## src/rtl/control_sequencer_pkg.sv

```systemverilog
// Shared definitions for the control sequencer: IR field layout, opcodes,
// state encoding and ALU strobe decode.
package control_sequencer_pkg;

  localparam int OPC_MSB = 31;
  localparam int OPC_LSB = 27;
  localparam int RA_MSB  = 26;
  localparam int RA_LSB  = 23;
  localparam int RB_MSB  = 22;
  localparam int RB_LSB  = 19;
  localparam int RC_MSB  = 18;
  localparam int RC_LSB  = 15;

  typedef logic [4:0] opcode_t;

  localparam opcode_t OP_ADD  = 5'b00011;
  localparam opcode_t OP_SUB  = 5'b00100;
  localparam opcode_t OP_AND  = 5'b00101;
  localparam opcode_t OP_OR   = 5'b00110;
  localparam opcode_t OP_NEG  = 5'b10001;
  localparam opcode_t OP_NOT  = 5'b10010;
  localparam opcode_t OP_NOP  = 5'b11010;
  localparam opcode_t OP_HALT = 5'b11011;

  typedef enum logic [2:0] {
    ST_IDLE = 3'd0,
    ST_T0   = 3'd1,
    ST_T1   = 3'd2,
    ST_T2   = 3'd3,
    ST_T3   = 3'd4,
    ST_T4   = 3'd5,
    ST_T5   = 3'd6,
    ST_HALT = 3'd7
  } state_e;

  function automatic logic is_binary(input opcode_t op);
    return (op == OP_ADD) || (op == OP_SUB) || (op == OP_AND) || (op == OP_OR);
  endfunction

  function automatic logic is_unary(input opcode_t op);
    return (op == OP_NEG) || (op == OP_NOT);
  endfunction

  // Strobe order matches the port group {AND, OR, ADD, SUB, NEG, NOT}.
  function automatic logic [5:0] alu_strobe(input opcode_t op);
    logic [5:0] s;
    case (op)
      OP_AND:  s = 6'b100000;
      OP_OR:   s = 6'b010000;
      OP_ADD:  s = 6'b001000;
      OP_SUB:  s = 6'b000100;
      OP_NEG:  s = 6'b000010;
      OP_NOT:  s = 6'b000001;
      default: s = 6'b000000;
    endcase
    return s;
  endfunction

endpackage

```

## src/rtl/reg_decoder_4to16.sv

```systemverilog
// 4-to-16 one-hot register select decoder; all zero when disabled.
module reg_decoder_4to16 (
  input  logic        i_en,
  input  logic [3:0]  i_sel,
  output logic [15:0] o_onehot
);

  assign o_onehot = i_en ? (16'h0001 << i_sel) : 16'h0000;

endmodule

```

## src/rtl/control_sequencer.sv

```systemverilog
// Hardwired control unit: fetch in T0-T2, execute ALU/NOP/HALT from T3,
// outputs are a Moore decode of the state register and IR fields.
module control_sequencer
  import control_sequencer_pkg::*;
(
  input  logic        Clock,
  input  logic        Reset_n,
  input  logic        Run,
  input  logic [31:0] IR,
  output logic        PCout,
  output logic        Zlowout,
  output logic        MDRout,
  output logic        MARin,
  output logic        Zin,
  output logic        PCin,
  output logic        MDRin,
  output logic        IRin,
  output logic        Yin,
  output logic        IncPC,
  output logic        Read,
  output logic        AND,
  output logic        OR,
  output logic        ADD,
  output logic        SUB,
  output logic        NEG,
  output logic        NOT,
  output logic [15:0] Rout_sel,
  output logic [15:0] Rin_sel,
  output logic        Done,
  output logic        Halted
);

  state_e      r_state;
  opcode_t     w_opcode;
  logic [3:0]  w_ra;
  logic [3:0]  w_rb;
  logic [3:0]  w_rc;
  logic        w_binary;
  logic        w_unary;
  logic        w_rout_en;
  logic [3:0]  w_rout_idx;
  logic        w_rin_en;
  logic        w_unused_ir;

  assign w_opcode    = IR[OPC_MSB:OPC_LSB];
  assign w_ra        = IR[RA_MSB:RA_LSB];
  assign w_rb        = IR[RB_MSB:RB_LSB];
  assign w_rc        = IR[RC_MSB:RC_LSB];
  assign w_binary    = is_binary(w_opcode);
  assign w_unary     = is_unary(w_opcode);
  assign w_unused_ir = ^IR[RC_LSB-1:0];

  always_ff @(posedge Clock or negedge Reset_n) begin
    if (!Reset_n) begin
      r_state <= ST_IDLE;
    end else begin
      case (r_state)
        ST_IDLE: r_state <= Run ? ST_T0 : ST_IDLE;
        ST_T0:   r_state <= ST_T1;
        ST_T1:   r_state <= ST_T2;
        ST_T2:   r_state <= ST_T3;
        ST_T3: begin
          // Anything that is neither an ALU op nor NOP stops the machine.
          if (w_binary || w_unary) begin
            r_state <= ST_T4;
          end else if (w_opcode == OP_NOP) begin
            r_state <= Run ? ST_T0 : ST_IDLE;
          end else begin
            r_state <= ST_HALT;
          end
        end
        ST_T4:   r_state <= ST_T5;
        ST_T5:   r_state <= Run ? ST_T0 : ST_IDLE;
        ST_HALT: r_state <= ST_HALT;
        default: r_state <= ST_IDLE;
      endcase
    end
  end

  always_comb begin
    {PCout, Zlowout, MDRout, MARin, Zin, PCin, MDRin, IRin, Yin, IncPC, Read} = 11'b0;
    {AND, OR, ADD, SUB, NEG, NOT} = 6'b000000;
    Done       = 1'b0;
    Halted     = 1'b0;
    w_rout_en  = 1'b0;
    w_rout_idx = 4'd0;
    w_rin_en   = 1'b0;
    case (r_state)
      ST_IDLE: begin
        Done = 1'b0;
      end
      ST_T0: begin
        PCout = 1'b1;
        MARin = 1'b1;
        IncPC = 1'b1;
        Zin   = 1'b1;
      end
      ST_T1: begin
        Zlowout = 1'b1;
        PCin    = 1'b1;
        Read    = 1'b1;
        MDRin   = 1'b1;
      end
      ST_T2: begin
        MDRout = 1'b1;
        IRin   = 1'b1;
      end
      ST_T3: begin
        if (w_binary) begin
          w_rout_en  = 1'b1;
          w_rout_idx = w_rb;
          Yin        = 1'b1;
        end else if (w_opcode == OP_NOP) begin
          Done = 1'b1;
        end else begin
          Done = 1'b0;
        end
      end
      ST_T4: begin
        // Binary ops put Rc on the bus (Rb already in Y); unary ops use Rb directly.
        w_rout_en  = 1'b1;
        w_rout_idx = w_binary ? w_rc : w_rb;
        Zin        = 1'b1;
        {AND, OR, ADD, SUB, NEG, NOT} = alu_strobe(w_opcode);
      end
      ST_T5: begin
        Zlowout  = 1'b1;
        w_rin_en = 1'b1;
        Done     = 1'b1;
      end
      ST_HALT: begin
        Halted = 1'b1;
      end
      default: begin
        Halted = 1'b0;
      end
    endcase
  end

  reg_decoder_4to16 u_rout_dec (
    .i_en     (w_rout_en),
    .i_sel    (w_rout_idx),
    .o_onehot (Rout_sel)
  );

  reg_decoder_4to16 u_rin_dec (
    .i_en     (w_rin_en),
    .i_sel    (w_ra),
    .o_onehot (Rin_sel)
  );

endmodule
```

## config.mk

```make
export PLATFORM = sky130hd
export DESIGN_NAME = control_sequencer
export DESIGN_NICKNAME = d
export VERILOG_FILES = /design/src/rtl/control_sequencer_pkg.sv /design/src/rtl/reg_decoder_4to16.sv /design/src/rtl/control_sequencer.sv
export SDC_FILE = /design/constraint.sdc
export NUM_CORES = 1
export LEC_CHECK = 0
export CAP_MARGIN = 20
export CORE_ASPECT_RATIO = 1.75
export CORE_MARGIN = 3
export CORE_UTILIZATION = 29
export DETAILED_ROUTE_END_ITERATION = 16
export PLACE_DENSITY = 0.88
export SLEW_MARGIN = 10
export SYNTH_ARGS = -nofsm -noshare
export SYNTH_HDL_FRONTEND = slang
export SYNTH_HIERARCHICAL = 1
export SYNTH_SLANG_ARGS = --single-unit
```

## constraint.sdc

```tcl
create_clock -name Clock -period 3.7 [get_ports Clock]
set_clock_uncertainty 0.1 [all_clocks]
set_input_delay 0.74 -clock Clock [delete_from_list [all_inputs] [get_ports Clock]]
set_output_delay 0.74 -clock Clock [all_outputs]
set_load 0.03 [all_outputs]
```

; After elaboration in Yosys (flattened, before gate mapping)
; Cells that the tools add are included.
[word_totals]
ff_bits = 3
latch_bits = 0
ramBits = 0
romBits = 0
elab_cells = 55
mem_count = 0
[classes]
addsub = 0
multipliers = 0
div_mod_pow = 0
order_cmp = 0
n_eq_ne = 14
shifts = 2
n_mux = 29
bitwise_logic = 0
n_reduce_logical = 9
[ops]
columns = operator, n
row1 = $pmux W6 S6, 1
row2 = $mux W16, 2
row3 = $shl A1 B4 Y16 const A, 2
row4 = $pmux W3 S7, 1
row5 = $mux W1, 18
row6 = $eq A5 B3 Y1 const B, 3
row7 = $eq A5 B5 Y1 const B, 3
row8 = $eq A3 B3 Y1 const B, 4
row9 = $mux W4, 2
row10 = $pmux W4 S2, 1
row11 = $eq A3 B2 Y1 const B, 2
row12 = $mux W3, 2
row13 = $reduce_or A2 Y1, 3
row14 = $eq A5 B2 Y1 const B, 1
row15 = $logic_or A1 B1 Y1, 5
row16 = $pmux W1 S2, 2
row17 = $eq A3 B1 Y1 const B, 1
row18 = $logic_not A3 Y1, 1

; Logic depth before layout (Yosys ltp)
; Gate-level depths: netlist (run 1).
[logic_depth]
depth_word = 8
depth_mapped = 7

; Cells and area by module
; Netlist (run 1), hierarchy kept.
[modules_own_cells]
columns = mod, instances, cells_each, area_each_um2, seq_area_each_um2
row1 = control_sequencer, 1, 63, 493.0, 75.1
row2 = reg_decoder_4to16, 2, 23, 120.1, 0.0

; Least setup slack after synthesis (run 1)
; OpenSTA, ideal clock, no wires.
[synth_path]
path_type = input-to-output
start = input port IR[28]
end = output port Rout_sel[4]
arrival_ns = 2.485
slack_ns = 0.375
stages = 7
path_cell_list = buf_4 > and3b_4 > o21ai_4 > xnor2_2 > a32o_2 > nand3b_1 > nor3_1
[synth_between]
elab_chain_cells = 8
[synth_rtl]
columns = element, line
row1 = from (decl), control_sequencer.sv:9  ; input logic [31:0] IR,
row2 = $eq A5 B2 Y1 or $eq A5 B3 Y1 (tied branches), control_sequencer_pkg.sv:37  ; return (op == OP_ADD) || (op == OP_SUB) || (op == OP_AND) || (op == OP_OR);
row3 = $logic_or A1 B1 Y1 (2 in a row), control_sequencer_pkg.sv:37
row4 = $logic_or A1 B1 Y1 (*), control_sequencer_pkg.sv:37
row5 = $mux W4 (on tied branches), "control_sequencer.sv:122, control_sequencer.sv:109"
row6 = $pmux W4 S2 (*), control_sequencer.sv:88  ; case (r_state)
row7 = net w_rout_idx[1], control_sequencer.sv:41  ; logic [3:0] w_rout_idx;
row8 = $shl A1 B4 Y16 (*), reg_decoder_4to16.sv:8  ; assign o_onehot = i_en ? (16'h0001 << i_sel) : 16'h0000;
row9 = $mux W16 (*), reg_decoder_4to16.sv:8
row10 = to (decl), control_sequencer.sv:27  ; output logic [15:0] Rout_sel,
; The timed path passes the listed nets; every way through them passes the cells marked *.

; Final worst setup path (run 1)
[layout_path]
start = input port IR[27]
end = output port Rout_sel[0]
; Same word-level chain as after synthesis.

==> results of run 1 <==
routing by layer:
metal / part of all wire (%) / vias to the layer above / global-route usage [%]
met5: 0 / - / 0
met4: 1.3 / 0 / 6.04
met3: 8.7 / 4 / 3.97
met2: 58 / 52 / 36.2
met1: 32 / 461 / 15.6
li1: - / 514 / -
power breakdown:
| group | switching, mW | internal (mW) |
|---|---|---|
| combinational | 0.297 | 0.217 |
| clock | 0.0240 | 0.0737 |
| sequential | 0.0415 | 0.0505 |
| total | 0.363 | 0.341 |
layout make-up:
type / instances / area share (%)
Inverter: 1 / 0.259
Clock buffer: 4 / 3.11
Tap cell: 25 / 2.16
Multi-Input combinational cell: 95 / 40.4
Timing Repair Buffer: 76 / 48.8
Sequential cell: 3 / 5.19
stage by stage:
stage	total power, mW	util (%)	std cells	setup TNS [ns]	setup WS (ns)
after global placement	0.596	59.2	200	0	0.0154
after CTS	0.709	61.0	204	0	0.0776
after detailed placement	0.610	59.2	200	-0.00886	-0.00886
after global routing	0.754	61.3	204	0	0.00942
after floorplan	0.450	-	109	0	0.375
final	0.704	61.3	204	0	0.102
critical path: cells and delay by family:
kind / cells / cell delay [ns]
simple gates: 3 / 0.77
buf+inv: 2 / 0.71
xor+xnor: 1 / 0.16
compound gates: 2 / 0.36
worst max-delay path by stage:
stage,start,to,cells after the start
floorplan,IR[28],Rout_sel[4],7
global placement,IR[28],Rout_sel[0],8
detailed placement,IR[28],Rout_sel[0],8
CTS,IR[27],Done,7
global route,IR[27],Rout_sel[5],9
finish,IR[27],Rout_sel[0],8
timing repair:
item	in CTS	in global routing
endpoints found under the hold margin	0	0
endpoints found under the setup margin	1	2
resized for setup	1	2
cells by family after synthesis:
logic type      after synthesis  share of synthesized area, %
buf+inv                      11                          10.6
simple gates                 80                          60.4
xor+xnor                      2                          3.41
compound gates               13                          15.4
flops                         3                          10.2
placed cells by master, fill, tap and decap left out, types with 2 or more instances in the layout:
cell type,synthesis,routed
clkdlybuf4s50_1,0,52
nor2_1,32,32
buf_4,7,22
nor3_1,9,8
nand3b_1,7,7
nand2b_1,5,5
nand2_1,5,5
a21oi_1,4,4
a32o_2,4,4
nor3_2,3,4
nor3b_1,3,3
clkbuf_8,0,3
dfrtp_1,3,3
nor2b_1,2,2
and2_1,2,2
nand3_1,2,2
or3b_4,2,2
nor2_2,2,2
==> qor.csv, run 1 <==
metric,value,unit
outcome,"finished, final reports clean",
p_leak,0.580,nW
clkLatencyLatePin,0.22,ns
synth_area_leaders,"nor2_1, dfrtp_1, buf_4",
finalHoldViolations,0,
grt_max_degree,12,
crit_path_end_kind,output port,
die-area,0.00319,mm2
synth_fp_nets,144,
yosysTopAreaCell,nor2_1,
crit_arrival,2.76,ns
synth_top_area_share,16.4,%
path_max_fanout,4,
seq_area,75.1,um2
setup_viol,0,
multi_input_area,586,um2
cts_tree,done,
synth_common_cells,"nor2_1, nor3_1, buf_4, nand3b_1",
boundaryPins,86,
largest_reg_flops,3,
ctsLongestPathBuffers,2,
reg2reg_from,r_state[0],
rsz0062_at_grt,false,
floorplan.initialDensity,31.1,%
ys_seq_area_share,10.2,%
coreArea,0.00236,mm2
cts-buffers-inserted,3,
die_y,72.5,um
firstDrtPassIters,3,
ys_seq_elements,3,
final_nets,215,
criticalPathCategory,in -> out,
reg2reg_slack,2.25,ns
maxSlewViolCount,0,
place.gp.congestion,0.729,
period_needed,3.60,ns
fin_hold_ws,0.561,ns
min_path_cells,2,
wl_per_cell,13.2,um
overflow,0,
dp_hpwl,2.28,mm
area_growth,97.4,%
htreeDepth,1,
track_usage,17.7,%
num_vias,1031,
rr_endpoint,r_state[1],
cts_setup_buffers,0,
tightest_slew,0.361,ns
grt_pass1_vias,1071,
antenna_found_initial,0,
synth.distinct_cells,33,
netlist_area,733,um2
synth-edff-count,0,
cp_cell_sequence,clkdlybuf4s50_1 > and3b_4 > o21ai_4 > xnor2_2 > a32o_2 > or3b_4 > nor3_2 > buf_4,
worstHoldStart,r_state[1],
ys_warn_count,6,
wl,2.68,mm
max_slew_margin,75.9,%
fin_area,0.00145,mm2
synth.most_common_cell,nor2_1,
grt_pass1_wl,4.49,mm
vias_per_cell,5.05,
root_buffer,clkbuf_8,
cp_slowest_cell,clkdlybuf4s50_1,
initialDrtViolationCount,1,
io_buffers,70,
drive_gt1_share,24.0,%
largest-register,r_state,
synth-main-ff-cell,dfrtp_1,
row_count,23,
slowest_delay,0.53,ns
startpoint_type,input port,
peakVddDrop,0.250,mV
antenna_cells,0,
remaining_drc_errors,0,
max_cap_violations,0,
hp-class,reg -> reg,
die_w,44.0,um
fmax,0.278,GHz
cts.clk_slew.worst_paths,0.03,ns
crit_required,2.86,ns
synth_area_per_cell,6.73,um2
cts_num_sinks,3,
postCtsHoldBufs,0,
rr_worst_depth,4,
min_to,r_state[2],
reg_top3,r_state (3),
synthArstFlopShare,100,%
detail-route-antenna-nets,0,
powerDensity,486,mW/mm2
syn_inst,109,
finalCritPeriodShare,97.2,%
placed_cell_area,0.00140,mm2
n_fill_cell,227,
No activity file was read; power rests on OpenSTA's default activity.
==> run 2: changes to the inputs <==
CORE_UTILIZATION = 30   (was 29)
HOLD_SLACK_MARGIN = 0.02   (was not set)
PLACE_DENSITY = 0.82   (was 0.88)
SKIP_CTS_REPAIR_TIMING = 1   (was not set)
SYNTH_HIERARCHICAL = not set   (was 1)
==> run 2 against run 1 <==
  * Hold slack better by 0.032 ns
  * Sequential power is 19% lower
  * Register-to-register slack gained 0.26 ns
  * Synthesized cell count grew 28%
  * Total power grew 14%
  * Sequential share of layout area fell by 0.69 points
  * Wire length rose by 20%
==> qor.csv, run 2 <==
metric,value,unit,change
outcome,"finished, final reports clean",,
cp_cell_sequence,clkdlybuf4s50_1 > a21bo_4 > a2111oi_2 > a211oi_4 > buf_4 > nor4_1 > buf_4,,
cts.clk_slew.worst_paths,0.03,ns,about the same
die_w,47.7,um,+8.4%
largest-register,r_state,,
syn_inst,139,,+28%
tightest_slew,0.492,ns,+0.131 ns
max_cap_violations,0,,unchanged
io_buffers,70,,unchanged
powerDensity,479,mW/mm2,-1.5%
final_cell_mix,"clkdlybuf4s50_1, nor2_1, buf_4",,
track_usage,17.2,%,-0.54 points
cts_num_sinks,3,,unchanged
synth-edff-count,0,,unchanged
htreeDepth,1,,unchanged
crit_arrival,2.72,ns,-0.04 ns
row_count,25,,+8.7%
ys_warn_count,0,,-6
firstDrtPassIters,4,,+1
reg_top3,r_state (3),,
remaining_drc_errors,0,,unchanged
criticalPathCategory,in -> out,,
cts-buffers-inserted,3,,unchanged
tns,0,ns,unchanged
fin_util,59.3,%,-2.1 points
ys_seq_area_share,8.22,%,-2.0 points
maxSlewViolCount,0,,unchanged
max_slew_margin,67.2,%,-8.7 points
grt_pass1_wl,4.97,mm,+11%
wl,3.21,mm,+20%
cp_slowest_cell,clkdlybuf4s50_1,,
setup_viol,0,,unchanged
synthArstFlopShare,100,%,unchanged
layout_commonest_cell,clkdlybuf4s50_1,,
peakVddDrop,0.388,mV,+56%
startpoint_type,input port,,
ctsLongestPathBuffers,2,,unchanged
synth-main-ff-cell,dfrtp_1,,
initialDrtViolationCount,23,,+22
boundaryPins,86,,unchanged
largest_reg_flops,3,,unchanged
ys_seq_elements,3,,unchanged
path_max_fanout,6,,+2
synth_fp_nets,174,,+21%
slowest_delay,0.51,ns,-0.02 ns
netlist_area,913,um2,+25%
grt_max_degree,19,,+7
synth.distinct_cells,42,,+27%
cts_tree,done,,
crit_required,2.86,ns,about the same
critPathMostFrequentCell,buf_4,,
final_nets,248,,+15%
floorplan.initialDensity,32.4,%,+1.4 points
finalHoldViolations,0,,unchanged
synth_common_cells,"nor2_1, nor3_1, nand2b_1, nand2_1",,
overflow,0,,unchanged
die-area,0.00377,mm2,+18%
synth_top_area_share,14.4,%,-2.0 points
root_buffer,clkbuf_8,,
period_needed,3.56,ns,-0.0340 ns
crit_path_end_kind,output port,,
clkLatencyLatePin,0.22,ns,about the same
area_growth,82.7,%,
hp-class,reg -> reg,,
synth.most_common_cell,nor2_1,,
coreArea,0.00282,mm2,+19%
die_y,79.0,um,+8.9%
antenna_found_initial,0,,unchanged
fmax,0.281,GHz,+0.95%
place.gp.congestion,0.785,,+7.7%
yosysTopAreaCell,nor2_1,,
antenna_cells,0,,unchanged
drive_gt1_share,22.2,%,-1.9 points
n_fill_cell,243,,+7.0%
detail-route-antenna-nets,0,,unchanged
wl_per_cell,13.4,um,+2.1%
dp_hpwl,2.61,mm,+14%
vias_per_cell,5.22,,+3.3%
finalCritPeriodShare,96.3,%,-0.92 points
grt_pass1_vias,1217,,+14%
p_leak,0.659,nW,+14%
num_vias,1248,,+21%
rsz0062_at_grt,false,,
synth_area_leaders,"nor2_1, dfrtp_1, nor3_1",,
synth_area_per_cell,6.57,um2,-2.3%
run 2: cell types whose count changed in the layout (fill, tap and decap cells not counted), sizes merged, moves of 3 or more:
cell	before	now
a32o	4	0
nor4	0	3
nor3	12	16
nand3b	7	2
nand2b	5	10
nor3b	3	0
buf	22	29
nand2	5	9
a2111oi	0	4
run 2: path summary, 6_finish.rpt:
kind / start / slack [ns] / end / cells after the start
max: IR[29] / 0.14 / Rout_sel[7] / 7
min: r_state[2] / 0.59 / r_state[0] / 2
max reg2reg: r_state[1] / 2.51 / r_state[0] / 4
min reg2reg: r_state[2] / 0.59 / r_state[0] / 2
max in group asynchronous: Reset_n / 2.75 / r_state[1] / 1
min in group asynchronous: Reset_n / 0.61 / r_state[0] / 1
run 2: report_power, final:
group	total [mW]	switching [mW]	internal [mW]
logic	0.628	0.372	0.256
clock network	0.0967	0.0231	0.0736
registers	0.0747	0.0242	0.0505
run 2: routing by layer:
layer,share of wire [%],track usage (%),vias to the layer above
met3,6.9,4.08,6
met2,54,30.5,49
met1,37,18.2,563
met5,0,0,-
met4,1.6,6.20,0
li1,-,-,630
run 2: cell type report:
class | instances | area [um2] | area share (%)
well taps | 27 | 33.8 | 2.02
inverters | 3 | 11.3 | 0.675
clock buffers | 4 | 45.0 | 2.70
multi-input cells | 120 | 751 | 45.0
flip-flops and latches | 3 | 75.1 | 4.50
repair buffers | 82 | 753 | 45.1
run 2: metrics by stage:
step | total power, mW | area, um2 | setup slack, ns | instances | hold slack (ns)
after floorplan | 0.495 | 913 | 0.187 | 139 | 0.344
after global placement | 0.696 | 1600 | 0.0362 | 234 | 0.585
after detailed placement | 0.699 | 1600 | 0.0165 | 234 | 0.593
after CTS | 0.802 | 1650 | 0.0164 | 238 | 0.595
after global routing | 0.855 | 1670 | 0.00310 | 239 | 0.618
final | 0.800 | 1670 | 0.136 | 239 | 0.593
run 2: critical path: cells and delay by family:
kind | cells | cell delay, ns
compound gates | 3 | 0.81
buf+inv | 3 | 0.89
simple gates | 1 | 0.28
run 2: kinds of logic (layout without fill, tap and decap cells):
kind of cell | count (synthesis) | after routing | synth area share (%)
AO/OA/AOI/OAI | 25 | 25 | 25.8
XOR/XNOR | 2 | 2 | 1.92
buffers and inverters | 16 | 89 | 10.5
flip-flops | 3 | 3 | 8.22
AND/OR/NAND/NOR | 93 | 93 | 53.6
==> run 3: changes to the inputs <==
ABC_AREA = 0   (was not set)
RECOVER_POWER = 25   (was not set)
==> run 3 against run 2 <==
  * Register-to-register slack about the same
  * Via count about the same
  * Count of clock-buffer cells in the layout unchanged
  * Critical path depth is the same
  * Die area stayed put
  * Total power is 1.9% lower
  * Design area down 0.22%
  * Sequential share of layout area is essentially flat
  * Final cell count stayed put
  * Clock power is essentially flat
  * Hold slack about the same
  * Highest routed layer unchanged
==> qor.csv, run 3 (synthesis results as in run 2) <==
metric,value,unit,change
outcome,"finished, final reports clean",,
die_y,79.0,um,unchanged
p_sw_share,53.2,%,+0.78 points
reg2reg_slack,2.51,ns,about the same
switchingPower,0.418,mW,-0.40%
placed_cells,234,,unchanged
coreArea,0.00282,mm2,unchanged
io_buffers,70,,unchanged
slowest_delay,0.47,ns,-0.04 ns
crit_family,buffers and inverters,,
track_usage,17.2,%,unchanged
area_growth,82.3,%,
wl_per_cell,13.4,um,-0.19%
clkLatencyLatePin,0.22,ns,about the same
cts_num_sinks,3,,unchanged
comb_power_share,78.2,%,-0.4 points
finalHoldViolations,0,,unchanged
layout_commonest_cell,clkdlybuf4s50_1,,
wl,3.20,mm,-0.19%
row_count,25,,unchanged
remaining_drc_errors,0,,unchanged
grt_max_degree,19,,unchanged
initialDrtViolationCount,23,,unchanged
criticalPathCategory,in -> out,,
powerDensity,471,mW/mm2,-1.6%
vias_per_cell,5.23,,about the same
grt_pass1_vias,1217,,unchanged
max_slew_margin,67.2,%,unchanged
period_needed,3.56,ns,-0.00151 ns
max_cap_violations,0,,unchanged
antenna_found_initial,0,,unchanged
startpoint_type,input port,,
crit_required,2.86,ns,about the same
p_clk_share,12.3,%,+0.2 points
antenna_cells,0,,unchanged
cts-buffers-inserted,3,,unchanged
floorplan.initialDensity,32.4,%,unchanged
p_leak,0.676,nW,+2.6%
crit_arrival,2.72,ns,about the same
root_buffer,clkbuf_8,,
cp_cell_sequence,clkdlybuf4s50_1 > or2_4 > a2111oi_2 > a211oi_4 > buf_4 > nor4_1 > buf_4,,
grt_pass1_wl,4.97,mm,unchanged
largest_reg_flops,3,,unchanged
htreeDepth,1,,unchanged
hp-class,reg -> reg,,
detail-route-antenna-nets,0,,unchanged
intPower,0.367,mW,-3.5%
crit_path_end_kind,output port,,
rsz0062_at_grt,false,,
cts.clk_slew.worst_paths,0.03,ns,about the same
crit_buf_inv,3,,unchanged
ctsLongestPathBuffers,2,,unchanged
largest-register,r_state,,
critPathMostFrequentCell,buf_4,,
reg_top3,r_state (3),,
boundaryPins,86,,unchanged
die_w,47.7,um,unchanged
place.gp.congestion,0.785,,unchanged
overflow,0,,unchanged
fmax,0.281,GHz,about the same
setup_viol,0,,unchanged
final_nets,248,,unchanged
tns,0,ns,unchanged
final_cell_mix,"clkdlybuf4s50_1, nor2_1, buf_4",,
cp_slowest_cell,a2111oi_2,,
finalCritPeriodShare,96.3,%,about the same
pwr-share-seq,9.5,%,+0.2 points
num_vias,1249,,+0.080%
cts_tree,done,,
instances_no_fill,239,,unchanged
firstDrtPassIters,4,,unchanged
peakVddDrop,0.377,mV,-2.7%
die-area,0.00377,mm2,unchanged
maxSlewViolCount,0,,unchanged
drive_gt1_share,21.7,%,-0.47 points
path_max_fanout,7,,+1
dp_hpwl,2.61,mm,unchanged
tightest_slew,0.492,ns,unchanged
==> run 3: cell count changes in the layout (fill, tap and decap cells not counted), sizes merged <==
cell	delta
dlygate4sd3	+9
clkdlybuf4s50	-9
clkbuf	+1
buf	-1
==> run 3: final cells by class <==
| type | instances | area [um2] |
|---|---|---|
| well taps | 27 | 33.8 |
| repair buffers | 82 | 749 |
| clock buffers | 4 | 45.0 |
| multi-input cells | 120 | 751 |
| flip-flops and latches | 3 | 75.1 |
| inverters | 3 | 11.3 |
| fillers | 243 | 1150 |
==> run 3: tightest hold or removal path, cell delays in order, from the launching register on <==
cell	delay (ns)
dfrtp_1	0.34
buf_4	0.21
a31oi_1	0.09
==> run 3: power by group through the flow <==
| stage | registers, mW | logic, mW | clock network, mW |
|---|---|---|---|
| finish | 0.0747 | 0.613 | 0.0967 |
| global route | 0.0772 | 0.660 | 0.103 |
| CTS | 0.0749 | 0.629 | 0.0989 |
| detailed placement | 0.0752 | 0.623 | 0 |
| global placement | 0.0745 | 0.621 | 0 |
| floorplan | 0.0561 | 0.438 | 0 |
==> run 3: worst paths after layout <==
path	startpoint	endpoint	cells past startpoint
max	IR[31]	Rout_sel[7]	7
min	r_state[2]	r_state[0]	2
max reg2reg	r_state[1]	r_state[0]	4
min reg2reg	r_state[2]	r_state[0]	2
max in group asynchronous	Reset_n	r_state[1]	1
min in group asynchronous	Reset_n	r_state[0]	1
==> run 3: through the flow <==
stage | power [mW] | setup WS (ns) | instance area, um2 | utilization [%] | hold WS (ns)
after floorplan | 0.495 | 0.187 | 913 | - | 0.344
after CTS | 0.802 | 0.0164 | 1650 | 58.5 | 0.595
after global placement | 0.696 | 0.0362 | 1600 | 56.9 | 0.585
final | 0.785 | 0.138 | 1670 | 59.2 | 0.593
after global routing | 0.840 | 0.00726 | 1670 | 59.2 | 0.631
after detailed placement | 0.699 | 0.0165 | 1600 | 56.9 | 0.593
==> run 3: per-layer routing <==
| metal | up-vias | global-route usage, % | routed length (um) |
|---|---|---|---|
| li1 | 630 | - | - |
| met1 | 564 | 18.2 | 1200 |
| met2 | 49 | 30.5 | 1730 |
| met3 | 6 | 4.08 | 221 |
| met5 | - | 0 | 0 |
| met4 | 0 | 6.20 | 50 |
